`src/rtl/vga_pattern_gen_if.sv`:
```
// Pixel-side bundle between the VGA timing core / pattern controls and the
// test-pattern generator; the generator is the slave, the upstream logic the master.
interface vga_pattern_gen_if;
    logic        de_in;
    logic        hsync_in;
    logic        vsync_in;
    logic        hsync_pol;
    logic        vsync_pol;
    logic [1:0]  pattern_sel;
    logic [23:0] fill_rgb;
    logic [15:0] bar_width;
    logic [7:0]  rgb_red;
    logic [7:0]  rgb_green;
    logic [7:0]  rgb_blue;
    logic        de_out;
    logic        hsync_out;
    logic        vsync_out;

    modport master (
        output de_in, hsync_in, vsync_in, hsync_pol, vsync_pol,
        output pattern_sel, fill_rgb, bar_width,
        input  rgb_red, rgb_green, rgb_blue, de_out, hsync_out, vsync_out
    );

    modport slave (
        input  de_in, hsync_in, vsync_in, hsync_pol, vsync_pol,
        input  pattern_sel, fill_rgb, bar_width,
        output rgb_red, rgb_green, rgb_blue, de_out, hsync_out, vsync_out
    );
endinterface

```
`src/rtl/vga_pattern_gen.sv`:
```
// VGA test-pattern source: tracks column/line/frame from the timing core's
// syncs and drives one of four patterns through a two-stage pipeline.
module vga_pattern_gen (
    input  logic             pxl_clk,
    input  logic             pxl_rst,
    vga_pattern_gen_if.slave vif
);

    typedef enum logic [1:0] {
        PAT_SOLID    = 2'd0,
        PAT_BARS     = 2'd1,
        PAT_CHECKER  = 2'd2,
        PAT_GRADIENT = 2'd3
    } pattern_e;

    // Input-cycle state
    logic        vs_prev_q,  vs_prev_d;
    logic        de_prev_q,  de_prev_d;
    logic [15:0] x_cnt_q,    x_cnt_d;
    logic [15:0] y_cnt_q,    y_cnt_d;
    logic [7:0]  frame_cnt_q, frame_cnt_d;
    logic [15:0] bar_cnt_q,  bar_cnt_d;
    logic [2:0]  bar_idx_q,  bar_idx_d;
    pattern_e    pat_q,      pat_d;
    logic [23:0] fill_q,     fill_d;

    // Stage 1
    logic        de_s1_q,    de_s1_d;
    logic        hs_s1_q,    hs_s1_d;
    logic        vs_s1_q,    vs_s1_d;
    logic [7:0]  x_s1_q,     x_s1_d;
    logic [7:0]  y_s1_q,     y_s1_d;
    logic [2:0]  bar_s1_q,   bar_s1_d;
    logic [7:0]  frame_s1_q, frame_s1_d;
    pattern_e    pat_s1_q,   pat_s1_d;
    logic [23:0] fill_s1_q,  fill_s1_d;

    // Stage 2
    logic [23:0] rgb_q,      rgb_d;
    logic        de_s2_q,    de_s2_d;
    logic        hs_s2_q,    hs_s2_d;
    logic        vs_s2_q,    vs_s2_d;

    logic        fe;
    logic        le;
    logic [15:0] bw_m1;
    logic        bar_wrap;
    logic [5:0]  chk_sum;
    logic        chk;
    logic [23:0] pix;

    always_comb begin
        fe       = (vif.vsync_in == vif.vsync_pol) && (vs_prev_q != vif.vsync_pol);
        le       = de_prev_q && !vif.de_in;
        bw_m1    = (vif.bar_width == 16'd0) ? 16'd0 : vif.bar_width - 16'd1;
        bar_wrap = (bar_cnt_q == bw_m1);
    end

    always_comb begin
        // NOTE: every output of a combinational block gets a default first so no latch is inferred.
        vs_prev_d   = vif.vsync_in;
        de_prev_d   = vif.de_in;
        x_cnt_d     = vif.de_in ? x_cnt_q + 16'd1 : 16'd0;
        y_cnt_d     = y_cnt_q;
        frame_cnt_d = frame_cnt_q;
        pat_d       = pat_q;
        fill_d      = fill_q;
        bar_cnt_d   = 16'd0;
        bar_idx_d   = 3'd0;

        // A frame edge overrides a coincident line end so the new frame starts at line 0.
        if (fe) begin
            y_cnt_d     = 16'd0;
            frame_cnt_d = frame_cnt_q + 8'd1;
            pat_d       = pattern_e'(vif.pattern_sel);
            fill_d      = vif.fill_rgb;
        end else if (le) begin
            y_cnt_d = y_cnt_q + 16'd1;
        end

        if (vif.de_in) begin
            if (bar_wrap) begin
                bar_cnt_d = 16'd0;
                bar_idx_d = (bar_idx_q == 3'd7) ? 3'd7 : bar_idx_q + 3'd1;
            end else begin
                bar_cnt_d = bar_cnt_q + 16'd1;
                bar_idx_d = bar_idx_q;
            end
        end
    end

    // Stage 1 captures the pattern in force for this pixel, so a switch on fe
    // only affects pixels entered after the edge.
    always_comb begin
        de_s1_d    = vif.de_in;
        hs_s1_d    = vif.hsync_in;
        vs_s1_d    = vif.vsync_in;
        x_s1_d     = x_cnt_q[7:0];
        y_s1_d     = y_cnt_q[7:0];
        bar_s1_d   = bar_idx_q;
        frame_s1_d = frame_cnt_q;
        pat_s1_d   = pat_q;
        fill_s1_d  = fill_q;
    end

    always_comb begin
        chk_sum = x_s1_q[5:0] + frame_s1_q[5:0];
        chk     = chk_sum[5] ^ y_s1_q[5];
        pix     = 24'h000000;
        case (pat_s1_q)
            PAT_SOLID:   pix = fill_s1_q;
            PAT_BARS: begin
                case (bar_s1_q)
                    3'd0:    pix = 24'hFFFFFF;
                    3'd1:    pix = 24'hFFFF00;
                    3'd2:    pix = 24'h00FFFF;
                    3'd3:    pix = 24'h00FF00;
                    3'd4:    pix = 24'hFF00FF;
                    3'd5:    pix = 24'hFF0000;
                    3'd6:    pix = 24'h0000FF;
                    default: pix = 24'h000000;
                endcase
            end
            PAT_CHECKER: pix = chk ? 24'hFFFFFF : 24'h000000;
            default:     pix = {x_s1_q, y_s1_q, frame_s1_q};
        endcase

        rgb_d   = de_s1_q ? pix : 24'h000000;
        de_s2_d = de_s1_q;
        hs_s2_d = hs_s1_q;
        vs_s2_d = vs_s1_q;
    end

    always_ff @(posedge pxl_clk) begin
        // NOTE: sequential state uses non-blocking assignments so every flop samples pre-edge values.
        if (pxl_rst) begin
            vs_prev_q   <= ~vif.vsync_pol;
            de_prev_q   <= 1'b0;
            x_cnt_q     <= 16'd0;
            y_cnt_q     <= 16'd0;
            frame_cnt_q <= 8'd0;
            bar_cnt_q   <= 16'd0;
            bar_idx_q   <= 3'd0;
            pat_q       <= PAT_SOLID;
            fill_q      <= 24'h000000;
            de_s1_q     <= 1'b0;
            hs_s1_q     <= ~vif.hsync_pol;
            vs_s1_q     <= ~vif.vsync_pol;
            x_s1_q      <= 8'd0;
            y_s1_q      <= 8'd0;
            bar_s1_q    <= 3'd0;
            frame_s1_q  <= 8'd0;
            pat_s1_q    <= PAT_SOLID;
            fill_s1_q   <= 24'h000000;
            rgb_q       <= 24'h000000;
            de_s2_q     <= 1'b0;
            hs_s2_q     <= ~vif.hsync_pol;
            vs_s2_q     <= ~vif.vsync_pol;
        end else begin
            vs_prev_q   <= vs_prev_d;
            de_prev_q   <= de_prev_d;
            x_cnt_q     <= x_cnt_d;
            y_cnt_q     <= y_cnt_d;
            frame_cnt_q <= frame_cnt_d;
            bar_cnt_q   <= bar_cnt_d;
            bar_idx_q   <= bar_idx_d;
            pat_q       <= pat_d;
            fill_q      <= fill_d;
            de_s1_q     <= de_s1_d;
            hs_s1_q     <= hs_s1_d;
            vs_s1_q     <= vs_s1_d;
            x_s1_q      <= x_s1_d;
            y_s1_q      <= y_s1_d;
            bar_s1_q    <= bar_s1_d;
            frame_s1_q  <= frame_s1_d;
            pat_s1_q    <= pat_s1_d;
            fill_s1_q   <= fill_s1_d;
            rgb_q       <= rgb_d;
            de_s2_q     <= de_s2_d;
            hs_s2_q     <= hs_s2_d;
            vs_s2_q     <= vs_s2_d;
        end
    end

    assign vif.rgb_red   = rgb_q[23:16];
    assign vif.rgb_green = rgb_q[15:8];
    assign vif.rgb_blue  = rgb_q[7:0];
    assign vif.de_out    = de_s2_q;
    assign vif.hsync_out = hs_s2_q;
    assign vif.vsync_out = vs_s2_q;

endmodule

```
`src/flat_wrapper.sv`:
```
// flat-port wrapper written by rule: the top's interface ports become plain ports
module vga_pattern_gen_flat 
  (pxl_clk, pxl_rst, vif_de_in, vif_hsync_in, vif_vsync_in, vif_hsync_pol, vif_vsync_pol, vif_pattern_sel, vif_fill_rgb, vif_bar_width, vif_rgb_red, vif_rgb_green, vif_rgb_blue, vif_de_out, vif_hsync_out, vif_vsync_out);
  vga_pattern_gen_if vif_i ();
  input  logic pxl_clk;
  input  logic pxl_rst;
  input wire logic [$bits(vif_i.de_in)-1:0] vif_de_in;
  input wire logic [$bits(vif_i.hsync_in)-1:0] vif_hsync_in;
  input wire logic [$bits(vif_i.vsync_in)-1:0] vif_vsync_in;
  input wire logic [$bits(vif_i.hsync_pol)-1:0] vif_hsync_pol;
  input wire logic [$bits(vif_i.vsync_pol)-1:0] vif_vsync_pol;
  input wire logic [$bits(vif_i.pattern_sel)-1:0] vif_pattern_sel;
  input wire logic [$bits(vif_i.fill_rgb)-1:0] vif_fill_rgb;
  input wire logic [$bits(vif_i.bar_width)-1:0] vif_bar_width;
  output wire logic [$bits(vif_i.rgb_red)-1:0] vif_rgb_red;
  output wire logic [$bits(vif_i.rgb_green)-1:0] vif_rgb_green;
  output wire logic [$bits(vif_i.rgb_blue)-1:0] vif_rgb_blue;
  output wire logic [$bits(vif_i.de_out)-1:0] vif_de_out;
  output wire logic [$bits(vif_i.hsync_out)-1:0] vif_hsync_out;
  output wire logic [$bits(vif_i.vsync_out)-1:0] vif_vsync_out;
  assign vif_i.de_in = vif_de_in;
  assign vif_i.hsync_in = vif_hsync_in;
  assign vif_i.vsync_in = vif_vsync_in;
  assign vif_i.hsync_pol = vif_hsync_pol;
  assign vif_i.vsync_pol = vif_vsync_pol;
  assign vif_i.pattern_sel = vif_pattern_sel;
  assign vif_i.fill_rgb = vif_fill_rgb;
  assign vif_i.bar_width = vif_bar_width;
  assign vif_rgb_red = vif_i.rgb_red;
  assign vif_rgb_green = vif_i.rgb_green;
  assign vif_rgb_blue = vif_i.rgb_blue;
  assign vif_de_out = vif_i.de_out;
  assign vif_hsync_out = vif_i.hsync_out;
  assign vif_vsync_out = vif_i.vsync_out;
  vga_pattern_gen u_core (.pxl_clk(pxl_clk), .pxl_rst(pxl_rst), .vif(vif_i));
endmodule
```
`config.mk`:
```
export PLATFORM = sky130hd
export DESIGN_NAME = vga_pattern_gen_flat
export DESIGN_NICKNAME = d
export VERILOG_FILES = /design/src/rtl/vga_pattern_gen_if.sv /design/src/rtl/vga_pattern_gen.sv /design/src/flat_wrapper.sv
export SDC_FILE = /design/constraint.sdc
export NUM_CORES = 1
export LEC_CHECK = 0
export ABC_CLOCK_PERIOD_IN_PS = 2950
export CAP_MARGIN = 5
export CORE_UTILIZATION = 41
export DETAILED_ROUTE_END_ITERATION = 16
export SLEW_MARGIN = 20
export SYNTH_ARGS = -nofsm -noshare
export SYNTH_HDL_FRONTEND = slang
export SYNTH_SLANG_ARGS = --single-unit
```
`constraint.sdc`:
```
create_clock -name pxl_clk -period 2.95 [get_ports pxl_clk]
set_input_delay 0.295 -clock pxl_clk [delete_from_list [all_inputs] [get_ports pxl_clk]]
set_output_delay 0.295 -clock pxl_clk [all_outputs]
set_load 0.01 [all_outputs]
```
==> summary.md <==
| Metric | Value |
|---|---|
| Outcome | `complete, no violations` |
| Floorplan Core Area | `14600 sq um` |
| Clock share of power | `46.8%` |
| Hold Fails Final Rpt | `0` |
| Unique cell type count in the Yosys netlist | `51` |
| Synth Net Count | `734` |
| Routed wire length on met3 | `473 um` |
| Highest net fanout along the worst path | `16` |
| Number of max-cap violations | `0` |
| Total of hold buffers inserted after clock tree synthesis | `0` |
| Number of buffers added on ports | `75` |
| Share of flip-flops with an asynchronous set or reset | `0%` |
| Sw Share | `21.9%` |
| Final Max Slew Viols | `0` |
| Total number of placement rows | `44` |
| Category of the most critical setup path | `primary input to register` |
| CTS tree | `done` |
| Dpl hpwl | `10400 um` |
| HP Class | `primary input to register` |
| Post-synth EDFFs | `0` |
| Synthesized flop and latch total | `152` |
| Wire length on met1 | `6830 um` |
| # diodes | `0` |
| Leakage | `3.00 nW` |
| Clock transition time at the flip-flop clock pins of the worst setup and hold paths | `0.06 ns` |
| Crit path arrival time | `3.08 ns` |
| Number of cells produced by synthesis | `675` |
| Num CTS Buffers | `17` |
| Maximum clock insertion buffer count | `2` |
| Routed length on met2 | `6770 um` |
| Detailed-route via count | `4964` |
| Sequential cell fraction of total power | `45.8%` |
| Final #Nets | `838` |
| I/O Pins | `76` |
| Clock Latency Late Sink | `0.43 ns` |
| Most frequent standard cell in the layout excluding fill and tap cells | `sky130_fd_sc_hd__dfxtp_1` |
| Setup-failing EPs final | `0` |
| Clock sink count | `152` |
| P&R area growth vs syn | `29.7%` |
| Total Wirelength | `14200 um` |
| Detailed-routing iteration count for the pre-antenna-repair pass | `4` |
| Number of DRC markers after the initial detailed-route iteration | `284` |
| Part of the Yosys area used for sequential elements | `49.6%` |
| Width of the die | `124 um` |
| Final critical path time including I/O delays and setup | `2.72 ns` |
| Final core area utilization | `54.5%` |
| Starting density of the core | `42.0%` |
| Period utilisation layout | `92.3%` |
| Final global-route overflow total | `0` |
| H-tree lvl count | `4` |
| Number of antenna violations at the first check in global routing | `0` |
| Fmax | `367 MHz` |
| Post-CTS Repair Setup Buffers | `0` |
| Worst setup SP type | `primary input` |
| Highest-count cells in the layout ignoring fill and taps | `sky130_fd_sc_hd__dfxtp_1, sky130_fd_sc_hd__clkdlybuf4s50_1, sky130_fd_sc_hd__nand2_1` |
| Die footprint | `15400 sq um` |
| Chip height | `124 um` |
| Pre-CTS setup slack | `-0.296 ns` |
| Synth Area per Inst | `9.08 sq um` |
| Clock Tree Root | `sky130_fd_sc_hd__clkbuf_16` |
| Vias in the first global route | `4947` |
| Cell internal power dissipation | `3.63 mW` |
| CP required | `3.31 ns` |
| Final GP Congestion | `0.799` |
| Largest net degree at the start of global routing | `66` |
| Net switching component of the power | `1.02 mW` |
| Yosys Warn Count | `0` |
| Power Density | `585 nW/um^2` |
| Per-cell via count in the routed design | `5.09` |
| Crit. End Element | `register` |
| Global-route wire length before repair | `23700 um` |
| Clock Skew | `0.0128 ns` |
| Proportion of layout cells with a drive suffix above 1 | `11.4%` |
| Uppermost layer routed | `met4` |
| Syn Std Cell Area | `6130 sq um` |
| Worst supply voltage drop on vdd | `0.473 mV` |
| Main synth FF type | `sky130_fd_sc_hd__dfxtp_1` |
| Max-Slew Margin vs Limit | `30.1%` |
| Post-detailed-route count of antenna-violating nets | `0` |
| Global-route usage over all layers | `19.1%` |
| Comb pwr share | `7.4%` |
| Post-route worst setup slack | `0.226 ns` |
| DRC | `0` |
| Least-Margin Pin Slew | `1.05 ns` |
| Setup repair after global routing missed its margin | `no` |
| Routed wire per std cell | `14.6 um` |
-- path summary, 6_finish.rpt --
| path | from | end | slack [ns] | cells past startpoint |
|---|---|---|---|---|
| worst max-delay path | vif_bar_width[0] | u_core.bar_cnt_q[15] | 0.23 | 13 |
| worst min-delay path | pxl_rst | u_core.fill_s1_q[16] | 0.36 | 2 |
| worst max register to register | u_core.frame_s1_q[1] | u_core.rgb_q[13] | 0.68 | 9 |
| worst min register to register | u_core.hs_s1_q | u_core.vif.hsync_out | 0.45 | 2 |
-- logic make-up (layout without fill, tap and decap cells) --
logic type,Yosys count,after routing,synth area share (%)
AO/OA/AOI/OAI,125,125,13.0
XOR/XNOR,50,50,7.39
adder cells (fa/ha/maj),10,10,2.04
buffers and inverters,57,174,3.71
flip-flops,152,152,49.6
multiplexers,4,4,0.673
AND/OR/NAND/NOR,277,277,23.6
-- through the flow --
step           instances  hold WS, ns  cell area [sq um]  TNS (ns)  power, mW
3_5_place_dp         944        0.440               7340     -5.03       2.52
6_report             976        0.363               7950         0       4.65
5_1_grt              976        0.372               7950         0       4.82
4_1_cts              976        0.356               7940         0       4.69
3_3_place_gp         944        0.431               7340     -3.98       2.51
2_1_floorplan        675        0.415               6130         0       2.34
-- synthesized netlist by cell type (4+ instances only) --
cell / n / area share (%)
sky130_fd_sc_hd__a22oi_1: 25 / 3.1
sky130_fd_sc_hd__nor3_1: 11 / 0.90
sky130_fd_sc_hd__or3_1: 4 / 0.41
sky130_fd_sc_hd__o21a_1: 6 / 0.73
sky130_fd_sc_hd__and3_1: 14 / 1.4
sky130_fd_sc_hd__a211oi_1: 6 / 0.73
sky130_fd_sc_hd__inv_1: 18 / 1.1
sky130_fd_sc_hd__ha_1: 10 / 2.0
sky130_fd_sc_hd__nand2_1: 71 / 4.3
sky130_fd_sc_hd__o21ai_0: 8 / 0.65
sky130_fd_sc_hd__dfxtp_1: 152 / 50
sky130_fd_sc_hd__xor2_1: 22 / 3.1
sky130_fd_sc_hd__a21oi_1: 57 / 4.7
sky130_fd_sc_hd__nor4_1: 6 / 0.61
sky130_fd_sc_hd__nand3_1: 20 / 1.6
sky130_fd_sc_hd__nor2b_1: 60 / 6.1
sky130_fd_sc_hd__clkbuf_1: 35 / 2.1
sky130_fd_sc_hd__nor2_1: 56 / 3.4
sky130_fd_sc_hd__nand4_1: 8 / 0.82
sky130_fd_sc_hd__xnor2_1: 27 / 3.9
sky130_fd_sc_hd__nand2b_1: 7 / 0.71
-- power by group through the flow --
stage	Clock (mW)	Combinational, mW	Sequential [mW]
finish	2.18	0.344	2.13
global route	2.30	0.378	2.13
CTS	2.22	0.344	2.13
detailed placement	0	0.342	2.17
global placement	0	0.336	2.17
floorplan	0	0.169	2.17
-- worst max-delay path, stage by stage --
cell and delay [ns]:
sky130_fd_sc_hd__clkdlybuf4s50_1 0.48, sky130_fd_sc_hd__inv_1 0.12, sky130_fd_sc_hd__ha_1 0.24, sky130_fd_sc_hd__or3b_2 0.45, sky130_fd_sc_hd__nor4_1 0.18, sky130_fd_sc_hd__buf_4 0.16, sky130_fd_sc_hd__nor3_1 0.04, sky130_fd_sc_hd__o32ai_1 0.36
sky130_fd_sc_hd__o31a_1 0.24, sky130_fd_sc_hd__nor4_4 0.06, sky130_fd_sc_hd__nand2b_1 0.19, sky130_fd_sc_hd__buf_12 0.16, sky130_fd_sc_hd__nor2_1 0.10
-- per-layer routing --
metal,track usage (%),up-vias
met1,24.3,2350
met2,31.5,81
met4,5.74,0
met3,5.11,14
li1,-,2519
met5,0,-
-- flip-flops by register name, indices dropped and copies added, names as in the netlist, 2 cells and up --
register / flops
u_core.fill_q: 24
u_core.fill_s1_q: 24
u_core.rgb_q: 24
u_core.bar_cnt_q: 16
u_core.frame_cnt_q: 8
u_core.frame_s1_q: 8
u_core.x_cnt_q: 8
u_core.x_s1_q: 8
u_core.y_cnt_q: 8
u_core.y_s1_q: 8
u_core.bar_idx_q: 3
u_core.bar_s1_q: 3
u_core.pat_q: 2
u_core.pat_s1_q: 2
-- layout make-up --
type	instances	area [sq um]
clock buffers	21	450
clock inverters	11	149
fillers	1291	6640
inverters	18	67.6
multi-input cells	466	2870
flip-flops and latches	152	3040
well taps	184	230
repair buffers	124	1140
-- repair_timing --
action | in CTS | in global routing
hold endpoints to repair | 0 | 0
endpoints found under the setup margin | 0 | 18
resized for setup | 0 | 2
Note: power is estimated with default switching activity, not from simulation.
